<file path="config.mk">
export PLATFORM = sky130hd
export DESIGN_NAME = mem_stack_ctrl
export DESIGN_NICKNAME = d
export VERILOG_FILES = /design/src/rtl/calcutec_pkg.sv /design/src/rtl/mem_stack_ctrl.sv
export SDC_FILE = /design/constraint.sdc
export NUM_CORES = 1
export LEC_CHECK = 0
export CORE_MARGIN = 8
export CORE_UTILIZATION = 47
export CTS_BUF_LIST = sky130_fd_sc_hd__clkbuf_16
export CTS_CLUSTER_DIAMETER = 80
export CTS_CLUSTER_SIZE = 25
export DETAILED_ROUTE_END_ITERATION = 8
export PLACE_DENSITY = 0.84
export SLEW_MARGIN = 20
export SYNTH_ARGS = -nofsm -noshare
export SYNTH_HDL_FRONTEND = slang
export SYNTH_SLANG_ARGS = --single-unit
</file>
<file path="constraint.sdc">
create_clock -name clk -period 3.7 [get_ports clk]
set_clock_uncertainty 0.05 [all_clocks]
set_input_delay 0.925 -clock clk [delete_from_list [all_inputs] [get_ports clk]]
set_output_delay 0.925 -clock clk [all_outputs]
set_load 0.01 [all_outputs]
</file>
<file path="src/rtl/calcutec_pkg.sv">
// Shared encodings and default widths for the stack controller and its neighbours.
package calcutec_pkg;

    localparam int DEF_DATA_W = 32;
    localparam int DEF_ADDR_W = 8;

    typedef enum logic [2:0] {
        ST_IDLE  = 3'd0,
        ST_WRITE = 3'd1,
        ST_READ  = 3'd2,
        ST_WAIT  = 3'd3,
        ST_RESP  = 3'd4
    } state_t;

    typedef enum logic [1:0] {
        OP_PUSH  = 2'b00,
        OP_POP   = 2'b01,
        OP_PEEK  = 2'b10,
        OP_CLEAR = 2'b11
    } op_t;

endpackage

</file>
<file path="src/rtl/mem_stack_ctrl.sv">
// Hardware stack controller that keeps its words in an external registered-read memory.
// One command is in flight at a time; each completes with a single rsp_valid pulse.
module mem_stack_ctrl
    import calcutec_pkg::*;
#(
    parameter int DATA_W = DEF_DATA_W,
    parameter int ADDR_W = DEF_ADDR_W
) (
    input  logic              clk,
    input  logic              reset,
    input  logic              cmd_valid,
    output logic              cmd_ready,
    input  logic [1:0]        cmd_op,
    input  logic [DATA_W-1:0] cmd_data,
    output logic              rsp_valid,
    output logic [DATA_W-1:0] rsp_data,
    output logic              rsp_err,
    output logic              full,
    output logic              empty,
    output logic [ADDR_W-1:0] mem_address,
    output logic [DATA_W-1:0] mem_data,
    output logic              mem_we,
    output logic              mem_oe,
    input  logic [DATA_W-1:0] mem_rdata
);

    localparam logic [ADDR_W:0] CAPACITY = {1'b1, {ADDR_W{1'b0}}};
    localparam logic [ADDR_W:0] SP_ONE   = {{ADDR_W{1'b0}}, 1'b1};

    state_t              state_q;
    state_t              state_d;
    logic [ADDR_W:0]     sp_q;
    op_t                 op_p0;
    logic [DATA_W-1:0]   operand_p0;
    logic                err_q;
    logic [DATA_W-1:0]   rsp_data_q;
    logic                accept;
    logic                is_read_op;
    logic [ADDR_W-1:0]   top_addr;

    assign full       = (sp_q == CAPACITY);
    assign empty      = (sp_q == '0);
    assign accept     = cmd_valid && cmd_ready;
    assign is_read_op = (op_t'(cmd_op) == OP_POP) || (op_t'(cmd_op) == OP_PEEK);
    assign top_addr   = ADDR_W'(sp_q - SP_ONE);

    always_ff @(posedge clk or posedge reset) begin
        if (reset) begin
            state_q <= ST_IDLE;
        end else begin
            state_q <= state_d;
        end
    end

    always_comb begin
        state_d     = state_q;
        cmd_ready   = 1'b0;
        rsp_valid   = 1'b0;
        mem_we      = 1'b0;
        mem_oe      = 1'b0;
        mem_address = '0;
        mem_data    = '0;
        case (state_q)
            ST_IDLE: begin
                cmd_ready = 1'b1;
                if (cmd_valid) begin
                    if (op_t'(cmd_op) == OP_PUSH && !full) begin
                        state_d = ST_WRITE;
                    end else if (is_read_op && !empty) begin
                        state_d = ST_READ;
                    end else begin
                        state_d = ST_RESP;
                    end
                end
            end
            ST_WRITE: begin
                mem_we      = 1'b1;
                mem_address = sp_q[ADDR_W-1:0];
                mem_data    = operand_p0;
                state_d     = ST_RESP;
            end
            ST_READ: begin
                mem_oe      = 1'b1;
                mem_address = top_addr;
                state_d     = ST_WAIT;
            end
            ST_WAIT: begin
                state_d = ST_RESP;
            end
            ST_RESP: begin
                rsp_valid = 1'b1;
                state_d   = ST_IDLE;
            end
            default: begin
                state_d = ST_IDLE;
            end
        endcase
    end

    // Stage p0: command capture at the accept edge
    always_ff @(posedge clk) begin
        if (accept) begin
            op_p0      <= op_t'(cmd_op);
            operand_p0 <= cmd_data;
        end
    end

    always_ff @(posedge clk or posedge reset) begin
        if (reset) begin
            sp_q       <= '0;
            err_q      <= 1'b0;
            rsp_data_q <= '0;
        end else begin
            if (accept) begin
                rsp_data_q <= '0;
                err_q      <= (op_t'(cmd_op) == OP_PUSH && full) || (is_read_op && empty);
                if (op_t'(cmd_op) == OP_CLEAR) begin
                    sp_q <= '0;
                end
            end
            if (state_q == ST_WRITE) begin
                sp_q <= sp_q + SP_ONE;
            end
            // Read data arrives the cycle after the oe strobe
            if (state_q == ST_WAIT) begin
                rsp_data_q <= mem_rdata;
                if (op_p0 == OP_POP) begin
                    sp_q <= sp_q - SP_ONE;
                end
            end
        end
    end

    assign rsp_err  = rsp_valid && err_q;
    assign rsp_data = rsp_valid ? rsp_data_q : '0;

endmodule

</file>
==> results of run 1 <==
==> sequential cells by signal, summed over array words and instances (netlist names) <==
name        flops
op_p0           2
operand_p0     32
rsp_data_q     32
err_q           1
state_q         3
sp_q            9
==> where the power goes <==
group	switching, mW	internal (mW)	total, mW
Clock	0.377	0.539	0.917
Combinational	0.688	0.679	1.37
Sequential	0.205	1.22	1.42
Total	1.27	2.44	3.71
==> kinds of logic (layout without fill, tap and decap cells) <==
group | after synthesis | in the layout
flops | 79 | 79
buf+inv | 38 | 182
compound gates | 83 | 83
xor+xnor | 1 | 1
mux | 1 | 1
simple gates | 125 | 125
fa+ha+maj | 5 | 5
==> layer usage <==
| layer | global-route usage, % | vias to the layer above | wire length [um] |
|---|---|---|---|
| met4 | 6.43 | 0 | 195 |
| li1 | - | 1472 | - |
| met1 | 20.4 | 1513 | 3830 |
| met3 | 7.61 | 14 | 950 |
| met2 | 31.9 | 128 | 5450 |
| met5 | 0 | - | 0 |
==> cell type report <==
cell class                      instances  area share, %
Inverter                               11          0.736
Clock buffer                            9           4.01
Multi-Input combinational cell        215           25.9
Tap cell                              102           2.27
Sequential cell                        79           38.3
Clock inverter                          7           1.54
Timing Repair Buffer                  155           27.3
==> synthesized netlist by cell type, types with 4 or more instances <==
master / n
edfxtp_1: 34
and2_1: 66
a22o_1: 33
a21oi_1: 8
o21ai_0: 15
ha_1: 5
inv_1: 10
nor2_1: 11
dfrtp_1: 45
buf_6: 4
nor3_1: 5
nand3_1: 6
clkbuf_1: 12
nand2_1: 16
buf_2: 10
==> stage by stage <==
| step | cells | worst slack (ns) | area, sq um | hold WS (ns) |
|---|---|---|---|---|
| 6_report | 578 | 0.138 | 5610 | 0.443 |
| 5_1_grt | 578 | 0.00389 | 5610 | 0.448 |
| 3_3_place_gp | 562 | 0.586 | 5290 | 0.425 |
| 2_1_floorplan | 332 | 0.840 | 3780 | 0.408 |
| 3_5_place_dp | 562 | 0.481 | 5290 | 0.428 |
| 4_1_cts | 578 | 0.122 | 5600 | 0.445 |
==> worst paths after layout <==
path,start,to,cells after the start
setup / recovery,state_q[0],mem_data[8],5
hold / removal,rsp_data_q[23],rsp_data_q[23],1
setup reg to reg,state_q[0],sp_q[5],4
hold reg to reg,rsp_data_q[23],rsp_data_q[23],1
max in group asynchronous,reset,rsp_data_q[15],2
min in group asynchronous,reset,rsp_data_q[14],2
==> what timing repair did <==
| action | CTS | global route |
|---|---|---|
| endpoints found under the setup margin | 0 | 1 |
| buffers inserted | 0 | 0 |
| resized for setup | 0 | 1 |
==> critical path, cell delays in order, from the launching register on <==
cell             delay (ns)
dfrtp_1                0.54
or3b_1                 0.42
inv_2                  0.34
buf_4                  0.25
and2_1                 0.16
clkdlybuf4s50_1        0.55
==> key figures, run 1 <==
Synthesis
  – Simple-gate area share of the yosys netlist: around a fifth
  – Post-synthesis cell type count: 50
  – Synth top area share: 29.8%
  – Post-synthesis mux area share: 0.265%
  – Syn nets: 406
  – Adder-Cell Fraction of Synth Area: 1.66%
  – Main synth FF type: dfrtp_1
  – Mapped Avg Cell Area: 11.4 sq um
  – Compound-Gate Fraction of Synth Area: 16.1%
  – FF+latch count, synth: 79
  – Post-synthesis sequential area ratio: 56.9%
  – Post-Synthesis Cell Area: between 0.003 and 0.004 sq mm
  – Warnings from Yosys: 0
  – Largest family of logic cells by synthesized area: simple AND/OR/NAND/NOR gates
  – Post-synthesis xor/xnor area fraction: 0.232%
  – EDFF count, synth: 34
  – Cells after synthesis: 332
  – Synth async-reset ratio: 57.0%
  – Post-synth top area cell: dfrtp_1
  – Ranking of synthesized cells by area: dfrtp_1 (30%), edfxtp_1 (27%), and2_1 (11%), a22o_1 (7.7%), o21ai_0 (2.0%)

Finish
  – Diode count: 0
  – Syn-to-layout area delta: 48.6%
  – Storage element area: 0.00215 sq mm
  – Number of fill cells: 545
  – Area of the multi-input gates: 0.00145 sq mm
  – Nets: about 550
  – Core Util, Final: 72.2%
  – Most common library cell in the layout ignoring fill and taps: clkdlybuf4s50_1
  – Most frequent cells in the layout: clkdlybuf4s50_1 (147), and2_1 (66), dfrtp_1 (45)
  – Share of layout cells above drive strength 1: 7.14%

Timing
  – Slew Limit Headroom: 37.2%
  – Final setup viols: 0
  – Max Slew Vio Count: 0
  – Fmax: roughly 0.28 GHz
  – RSZ-0062 raised after global routing: no
  – Setup TNS: 0 ns
  – Final Hold Vio Count: 0
  – Slew @ Worst Pin: 0.941 ns
  – Final min period: 3.56 ns
  – Tcrit/Tclk final: a little over nine tenths

Critical path
  – Critical path type: flop to primary output
  – Crit Path Max Fanout: 26
  – Crit path capture type: primary output
  – CP Data Required Time: about 2.7 ns
  – Flop-to-flop setup slack: ~1.3 ns
  – WP data arrival: 2.59 ns
  – Startpoint Class: flop

Die
  – Core Region: 0.00777 sq mm
  – Std cell rows: 32
  – I/O pin count: 148
  – Die outline height: 106 um
  – Die ar.: between 0.01 and 0.015 sq mm
  – Initial Util: 48.6%
  – Die Wd: between 100 and 150 um

CTS
  – H-tree Lvls: 3
  – Clock transition at path regs: 0.07 ns
  – Clock Tree Root: clkbuf_16
  – CTS hold repair buffers: 0
  – Cts bufs inserted: 9
  – CTS max path bufs: 2
  – Latest clock arrival within the worst-skew pair: 0.33 ns
  – # clock sinks: 79
  – CTS tree: yes

GRT
  – First-pass GRT wire length: around 17000 um
  – Vias in the first global route: about 3200
  – Largest net degree at the start of global routing: 46
  – Grt total ovfl: 0
  – Initial antenna violation count: 0
  – GRT Total Usage: 18.6%

Detailed routing
  – Routed vias: 3127
  – Drt drc: 0
  – DRT Pass-1 Iters: 4
  – Routed wire per std cell: roughly 18 um
  – ANT nets after route: 0
  – Drt via density: 5.41
  – Drt total wl: 10400 um
  – Iter 0 DRT Violations: 157

Flow run
  – Max cap viols: 0

Power
  – Tot Pwr: 3.71 mW
  – Max VDD drop: 0.324 mV
  – PD cells: about 660 mW/mm^2
  – Leakage: 2.27 nW

Outcome
  – Outcome: finished clean

Place
  – HPWL after detailed placement: 7660 um
  – Port bufs: 147
  – GPL Wtd Cong: 0.876

Worst hold path
  – Worst hold path type: flop to flop
No activity file was read; power rests on OpenSTA's default activity.
==> inputs of run 2 (changes only) <==
--- a/config.mk
+++ b/config.mk
@@ -5,13 +5,15 @@
 export SDC_FILE = /design/constraint.sdc
 export NUM_CORES = 1
 export LEC_CHECK = 0
+export CELL_PAD_IN_SITES_DETAIL_PLACEMENT = 1
+export CELL_PAD_IN_SITES_GLOBAL_PLACEMENT = 1
 export CORE_MARGIN = 8
-export CORE_UTILIZATION = 47
+export CORE_UTILIZATION = 36
 export CTS_BUF_LIST = sky130_fd_sc_hd__clkbuf_16
 export CTS_CLUSTER_DIAMETER = 80
 export CTS_CLUSTER_SIZE = 25
 export DETAILED_ROUTE_END_ITERATION = 8
-export PLACE_DENSITY = 0.84
+export PLACE_DENSITY = 0.85
 export SLEW_MARGIN = 20
 export SYNTH_ARGS = -nofsm -noshare
 export SYNTH_HDL_FRONTEND = slang
==> run 2 against run 1 <==
Against the previous run:
- final cell count rose by 5.4%
- count of clock-buffer cells in the layout did not move
- sequential share of layout area fell by 0.33 points
- first-iteration DRC count fell by 13%
- largest cell class unchanged
==> key figures, run 2 (same netlist as run 1, synthesis figures left out) <==
GRT
  – Initial antenna violation count: 0
  – Vias in the first global route: 3592
  – Grt total ovfl: 0
  – GRT Total Usage: 17.8%
  – Largest net degree at the start of global routing: 46
  – First-pass GRT wire length: 19800 um

Timing
  – Tcrit/Tclk final: 93.5%
  – RSZ-0062 raised after global routing: no
  – Setup TNS: 0 ns
  – Final min period: around 3.5 ns
  – Slew Limit Headroom: 35.7%
  – Final Hold Vio Count: 0
  – Fmax: 0.289 GHz
  – Max Slew Vio Count: 0
  – Final setup viols: 0
  – Slew @ Worst Pin: 0.963 ns

Place
  – GPL Wtd Cong: 0.753
  – Port bufs: 147
  – HPWL after detailed placement: 8830 um

Die
  – Std cell rows: 37
  – Die ar.: 0.0140 sq mm
  – I/O pin count: 148
  – Die Wd: 118 um
  – Core Region: 0.0103 sq mm
  – Initial Util: 36.7%
  – Die outline height: between 100 and 150 um

Power
  – Sequential share of power: between 30% and 40%
  – Sw power: roughly 1.3 mW
  – Clk pwr share: 25.5%
  – Gate power share: 36.9%
  – Switching Share: 34.6%
  – Power Internal: 2.49 mW
  – Leakage: 2.26 nW
  – PD cells: 672 mW/mm^2
  – Max VDD drop: 0.276 mV
  – Tot Pwr: 3.80 mW

Detailed routing
  – Met3 routed wirelength: approximately 940 um
  – Drt total wl: 12500 um
  – Routed wire per std cell: ~20 um
  – Routed vias: about 3200
  – ANT nets after route: 0
  – Drt via density: slightly above 5
  – DRT Pass-1 Iters: 4
  – Max layer used: met4
  – Drt drc: 0
  – Iter 0 DRT Violations: 136
  – Met2 WL: around 6700 um
  – M1 wire length: 4660 um

CTS
  – Latest clock arrival within the worst-skew pair: between 0.3 and 0.4 ns
  – Cts bufs inserted: 9
  – H-tree Lvls: 3
  – Post-CTS setup buffers: 0
  – Clock Tree Root: clkbuf_16
  – CTS tree: yes
  – # clock sinks: 79
  – Clock transition at path regs: 0.06 ns
  – CTS max path bufs: 2

Critical path
  – Startpoint Class: flop
  – CP Data Required Time: 2.72 ns
  – Crit path capture type: primary output
  – Critical path type: flop to primary output
  – Crit Path Max Fanout: 8
  – WP data arrival: about 2.5 ns

Finish
  – Syn-to-layout area delta: 49.9%
  – Diode count: 0
  – Largest regs: operand_p0 (32), rsp_data_q (32), sp_q (9)
  – Most frequent cells in the layout: clkdlybuf4s50_1 (147), and2_1 (66), dfrtp_1 (45)
  – Most common library cell in the layout ignoring fill and taps: clkdlybuf4s50_1
  – Share of layout cells above drive strength 1: 6.34%
  – Nets: 542

Worst hold path
  – Worst hold path type: flop to flop

Outcome
  – Outcome: finished clean

Flow run
  – Max cap viols: 0
-- run 2: critical path, stage by stage (launching register included) --
cell and delay, ns:
dfrtp_1 0.43, inv_1 0.15, ha_1 0.26, nor3b_4 0.38, nand2_1 0.14, o31ai_1 0.22
clkdlybuf4s50_1 0.58
-- run 2: timing repair --
| action | in CTS | in global routing |
|---|---|---|
| endpoints found under the setup margin | 0 | 1 |
| resized for setup | 0 | 1 |
| hold buffers | 0 | 0 |
-- run 2: through the flow --
step	worst slack [ns]	cells	area (sq um)	hold slack [ns]	utilization [%]
final	0.240	609	5660	0.441	55.1
after global routing	0.0879	609	5660	0.465	55.1
after CTS	0.135	609	5650	0.445	55.0
after detailed placement	0.525	593	5330	0.426	51.9
after global placement	0.602	593	5330	0.424	51.8
after floorplan	0.840	332	3780	0.408	-
-- run 2: layer usage --
layer,vias to the layer above,GRT usage [%]
li1,1462,-
met4,0,6.72
met5,-,0
met1,1581,18.5
met2,107,32.3
met3,14,6.57
-- run 2: layout make-up --
type	instances	area [sq um]
clock buffer	9	225
clock inverter	7	97.6
fill	1097	4620
inverter	11	41.3
multi-input combinational	215	1460
sequential	79	2150
tap	136	170
timing repair buffer	152	1520
-- run 2: worst paths after layout --
check / from / endpoint / slack (ns) / cells past startpoint
min in group asynchronous: reset / rsp_data_q[4] / 1.13 / 2
worst max-delay path: sp_q[1] / mem_address[6] / 0.24 / 6
worst min register to register: rsp_data_q[2] / rsp_data_q[2] / 0.44 / 1
worst min-delay path: rsp_data_q[2] / rsp_data_q[2] / 0.44 / 1
worst max register to register: state_q[2] / rsp_data_q[7] / 1.66 / 4
max in group asynchronous: reset / sp_q[6] / 1.87 / 2
-- run 2: power by group through the flow --
stage / Combinational (mW) / Sequential (mW) / Clock [mW]
4_1_cts: 1.42 / 1.43 / 0.987
2_1_floorplan: 0.864 / 1.33 / 0
5_1_grt: 1.53 / 1.47 / 1.02
6_report: 1.40 / 1.43 / 0.969
3_3_place_gp: 1.35 / 1.41 / 0
3_5_place_dp: 1.40 / 1.43 / 0
==> inputs of run 3 (changes only) <==
--- a/config.mk
+++ b/config.mk
@@ -5,15 +5,16 @@
 export SDC_FILE = /design/constraint.sdc
 export NUM_CORES = 1
 export LEC_CHECK = 0
+export ABC_AREA = 1
 export CELL_PAD_IN_SITES_DETAIL_PLACEMENT = 1
 export CELL_PAD_IN_SITES_GLOBAL_PLACEMENT = 1
 export CORE_MARGIN = 8
-export CORE_UTILIZATION = 36
+export CORE_UTILIZATION = 34
 export CTS_BUF_LIST = sky130_fd_sc_hd__clkbuf_16
 export CTS_CLUSTER_DIAMETER = 80
 export CTS_CLUSTER_SIZE = 25
 export DETAILED_ROUTE_END_ITERATION = 8
-export PLACE_DENSITY = 0.85
+export PLACE_DENSITY = 0.84
 export SLEW_MARGIN = 20
 export SYNTH_ARGS = -nofsm -noshare
 export SYNTH_HDL_FRONTEND = slang
==> run 3 against run 2 <==
Against the previous run:
- final cell count rose by 23%
- power shrank 2.8%
- cell area grew 1.3%
- routed wire length shrank 3.1%
- critical path type unchanged
- largest cell class unchanged
==> key figures, run 3 <==
Outcome
  – Outcome: finished clean

Detailed routing
  – Drt total wl: ~12000 um
  – Drt via density: 4.62
  – Routed wire per std cell: 16.2 um
  – Routed vias: 3453
  – ANT nets after route: 0
  – DRT Pass-1 Iters: 4
  – Drt drc: 0
  – Iter 0 DRT Violations: 164

Power
  – Sequential share of power: a little over a third
  – Switching Share: 36.7%
  – PD cells: about 650 mW/mm^2
  – Leakage: between 2 and 2.5 nW
  – Tot Pwr: 3.70 mW
  – Sw power: 1.36 mW
  – Gate power share: about two fifths
  – Max VDD drop: between 0.3 and 0.4 mV
  – Clk pwr share: about 24%
  – Power Internal: between 2 and 2.5 mW

Die
  – Die Wd: roughly 120 um
  – Std cell rows: 39
  – Die ar.: 0.0150 sq mm
  – Initial Util: 34.3%
  – I/O pin count: roughly 150
  – Die outline height: between 100 and 150 um
  – Core Region: around 0.011 sq mm

CTS
  – Post-CTS setup buffers: 0
  – Post_cts resized: 0
  – Latest clock arrival within the worst-skew pair: around 0.33 ns
  – CTS max path bufs: 2
  – # clock sinks: 79
  – CTS hold repair buffers: 0
  – Cts bufs inserted: 9
  – CTS tree: yes
  – H-tree Lvls: 3
  – Clock Tree Root: clkbuf_16
  – Clock transition at path regs: 0.06 ns

Synthesis
  – Ranking of synthesized cells by area: dfrtp_1 (29%), edfxtp_1 (26%), inv_1 (8.8%), nor2_1 (8.2%), nand2_1 (7.9%)
  – Most common cell in the netlist: inv_1
  – Cells after synthesis: 456
  – Post-Synthesis Cell Area: slightly below 0.004 sq mm
  – Mapped Avg Cell Area: 8.48 sq um
  – Synth async-reset ratio: 57.0%
  – EDFF count, synth: 34
  – FF+latch count, synth: 79
  – Synth top area share: 29.1%
  – Warnings from Yosys: 0
  – Post-synthesis sequential area ratio: between 50 and 60%
  – Synth top cells by count: inv_1 (91), nor2_1 (84), nand2_1 (81)
  – Syn nets: between 500 and 600
  – Post-synth top area cell: dfrtp_1
  – Main synth FF type: dfrtp_1
  – Post-synthesis cell type count: 31

Finish
  – Storage element area: 0.00215 sq mm
  – Area of the multi-input gates: around 0.0012 sq mm
  – Nets: 674
  – Share of layout cells above drive strength 1: between 5 and 6%
  – Diode count: 0
  – Largest regs: operand_p0 (32), rsp_data_q (32), sp_q (9)
  – Number of fill cells: 1344
  – Finished Layout Cells: 748
  – Most frequent cells in the layout: clkdlybuf4s50_1 (147), inv_1 (91), nor2_1 (84)
  – Most common library cell in the layout ignoring fill and taps: clkdlybuf4s50_1
  – Syn-to-layout area delta: 48.2%

Critical path
  – End of the critical path: mem_address[6]
  – Crit path capture type: primary output
  – Crit Path Max Fanout: 6
  – Critical path launch point: sp_q[0]
  – Startpoint Class: flop
  – WP data arrival: roughly 2.3 ns
  – Critical path type: flop to primary output
  – CP Data Required Time: 2.72 ns
  – Cells on worst reg2reg path: 8
  – Flop-to-flop setup slack: approximately 1.7 ns
  – R2r startpoint: state_q[0]
  – Reg-to-reg critical path endpoint: sp_q[7]

GRT
  – GRT Total Usage: roughly 16%
  – Initial antenna violation count: 0
  – Met3 Use GR: ~4.1%
  – Met1 usage in global routing: a little under a fifth
  – GRT met2 Usage: between 20% and 30%
  – Vias in the first global route: 3826
  – Busiest grt layer: met2
  – First-pass GRT wire length: 19400 um
  – Grt total ovfl: 0
  – Largest net degree at the start of global routing: 46

Timing
  – Final setup viols: 0
  – RSZ-0062 raised after global routing: no
  – Fmax: between 0.3 and 0.4 GHz
  – Max Slew Vio Count: 0
  – Tcrit/Tclk final: approximately 87%
  – Slew @ Worst Pin: 1.01 ns
  – Final Hold Vio Count: 0
  – Fin worst setup slack: 0.475 ns
  – Setup TNS: 0 ns
  – Final min period: 3.23 ns
  – Slew Limit Headroom: 32.9%

Flow run
  – Max cap viols: 0

Worst hold path
  – Worst hold path type: flop to flop

Place
  – Placement Setup Slack: approximately 0.85 ns
  – GPL Wtd Cong: 0.828
  – HPWL after detailed placement: 9260 um
  – Inst Count DP: between 700 and 800
  – Port bufs: 147
run 3: cell types whose count changed after synthesis, sizes merged, moves of 11 or more:
cell,change
nand2,+67
clkbuf,-12
o21ai,+29
nand3,+11
a22o,-33
and2,-67
inv,+85
nor2,+77
run 3: layout make-up:
| class | count | area share, % |
|---|---|---|
| multi-input combinational | 264 | 21.7 |
| tap | 143 | 3.12 |
| inverter | 96 | 6.31 |
| clock inverter | 6 | 1.03 |
| clock buffer | 10 | 4.37 |
| timing repair buffer | 150 | 26.1 |
| sequential | 79 | 37.5 |
run 3: how the worst min path moves through the flow:
stage                         from             end  depth (start not counted)
global placement    rsp_data_q[28]  rsp_data_q[28]                          2
finish              rsp_data_q[28]  rsp_data_q[28]                          2
floorplan           rsp_data_q[27]  rsp_data_q[27]                          2
CTS                 rsp_data_q[28]  rsp_data_q[28]                          2
global route        rsp_data_q[27]  rsp_data_q[27]                          2
detailed placement           err_q           err_q                          2
run 3: worst max-delay path, cell delays in order, from the launching register on:
cell and delay [ns]:
dfrtp_1 0.45, inv_1 0.18, ha_1 0.26, nand3_1 0.15, nor2_1 0.13, a21oi_1 0.06
o22ai_1 0.13, clkdlybuf4s50_1 0.56
run 3: cells by family after synthesis:
kind of cell | synth area share (%)
AO/OA/AOI/OAI | 8.51
XOR/XNOR | 0.680
adder cells (fa/ha/maj) | 1.62
buffers and inverters | 12.4
flip-flops | 55.5
AND/OR/NAND/NOR | 21.3
run 3: metal layers:
layer,up-vias,share of wire [%]
met1,1650,41
met3,8,6.9
met5,-,0
met4,0,0.94
met2,110,51
li1,1685,-
run 3: per-stage QoR:
stage	cell area, sq um	hold slack, ns	util (%)
after floorplan	3870	0.436	-
after global routing	5730	0.505	50.8
after global placement	5420	0.455	48.1
final	5730	0.480	50.8
after CTS	5730	0.487	50.8
after detailed placement	5420	0.463	48.1
run 3: power groups by stage:
stage	logic (mW)	clock network (mW)	registers [mW]
2_1_floorplan	0.924	0	1.29
3_3_place_gp	1.42	0	1.33
3_5_place_dp	1.47	0	1.35
4_1_cts	1.49	0.923	1.34
5_1_grt	1.63	0.951	1.37
6_report	1.47	0.896	1.34
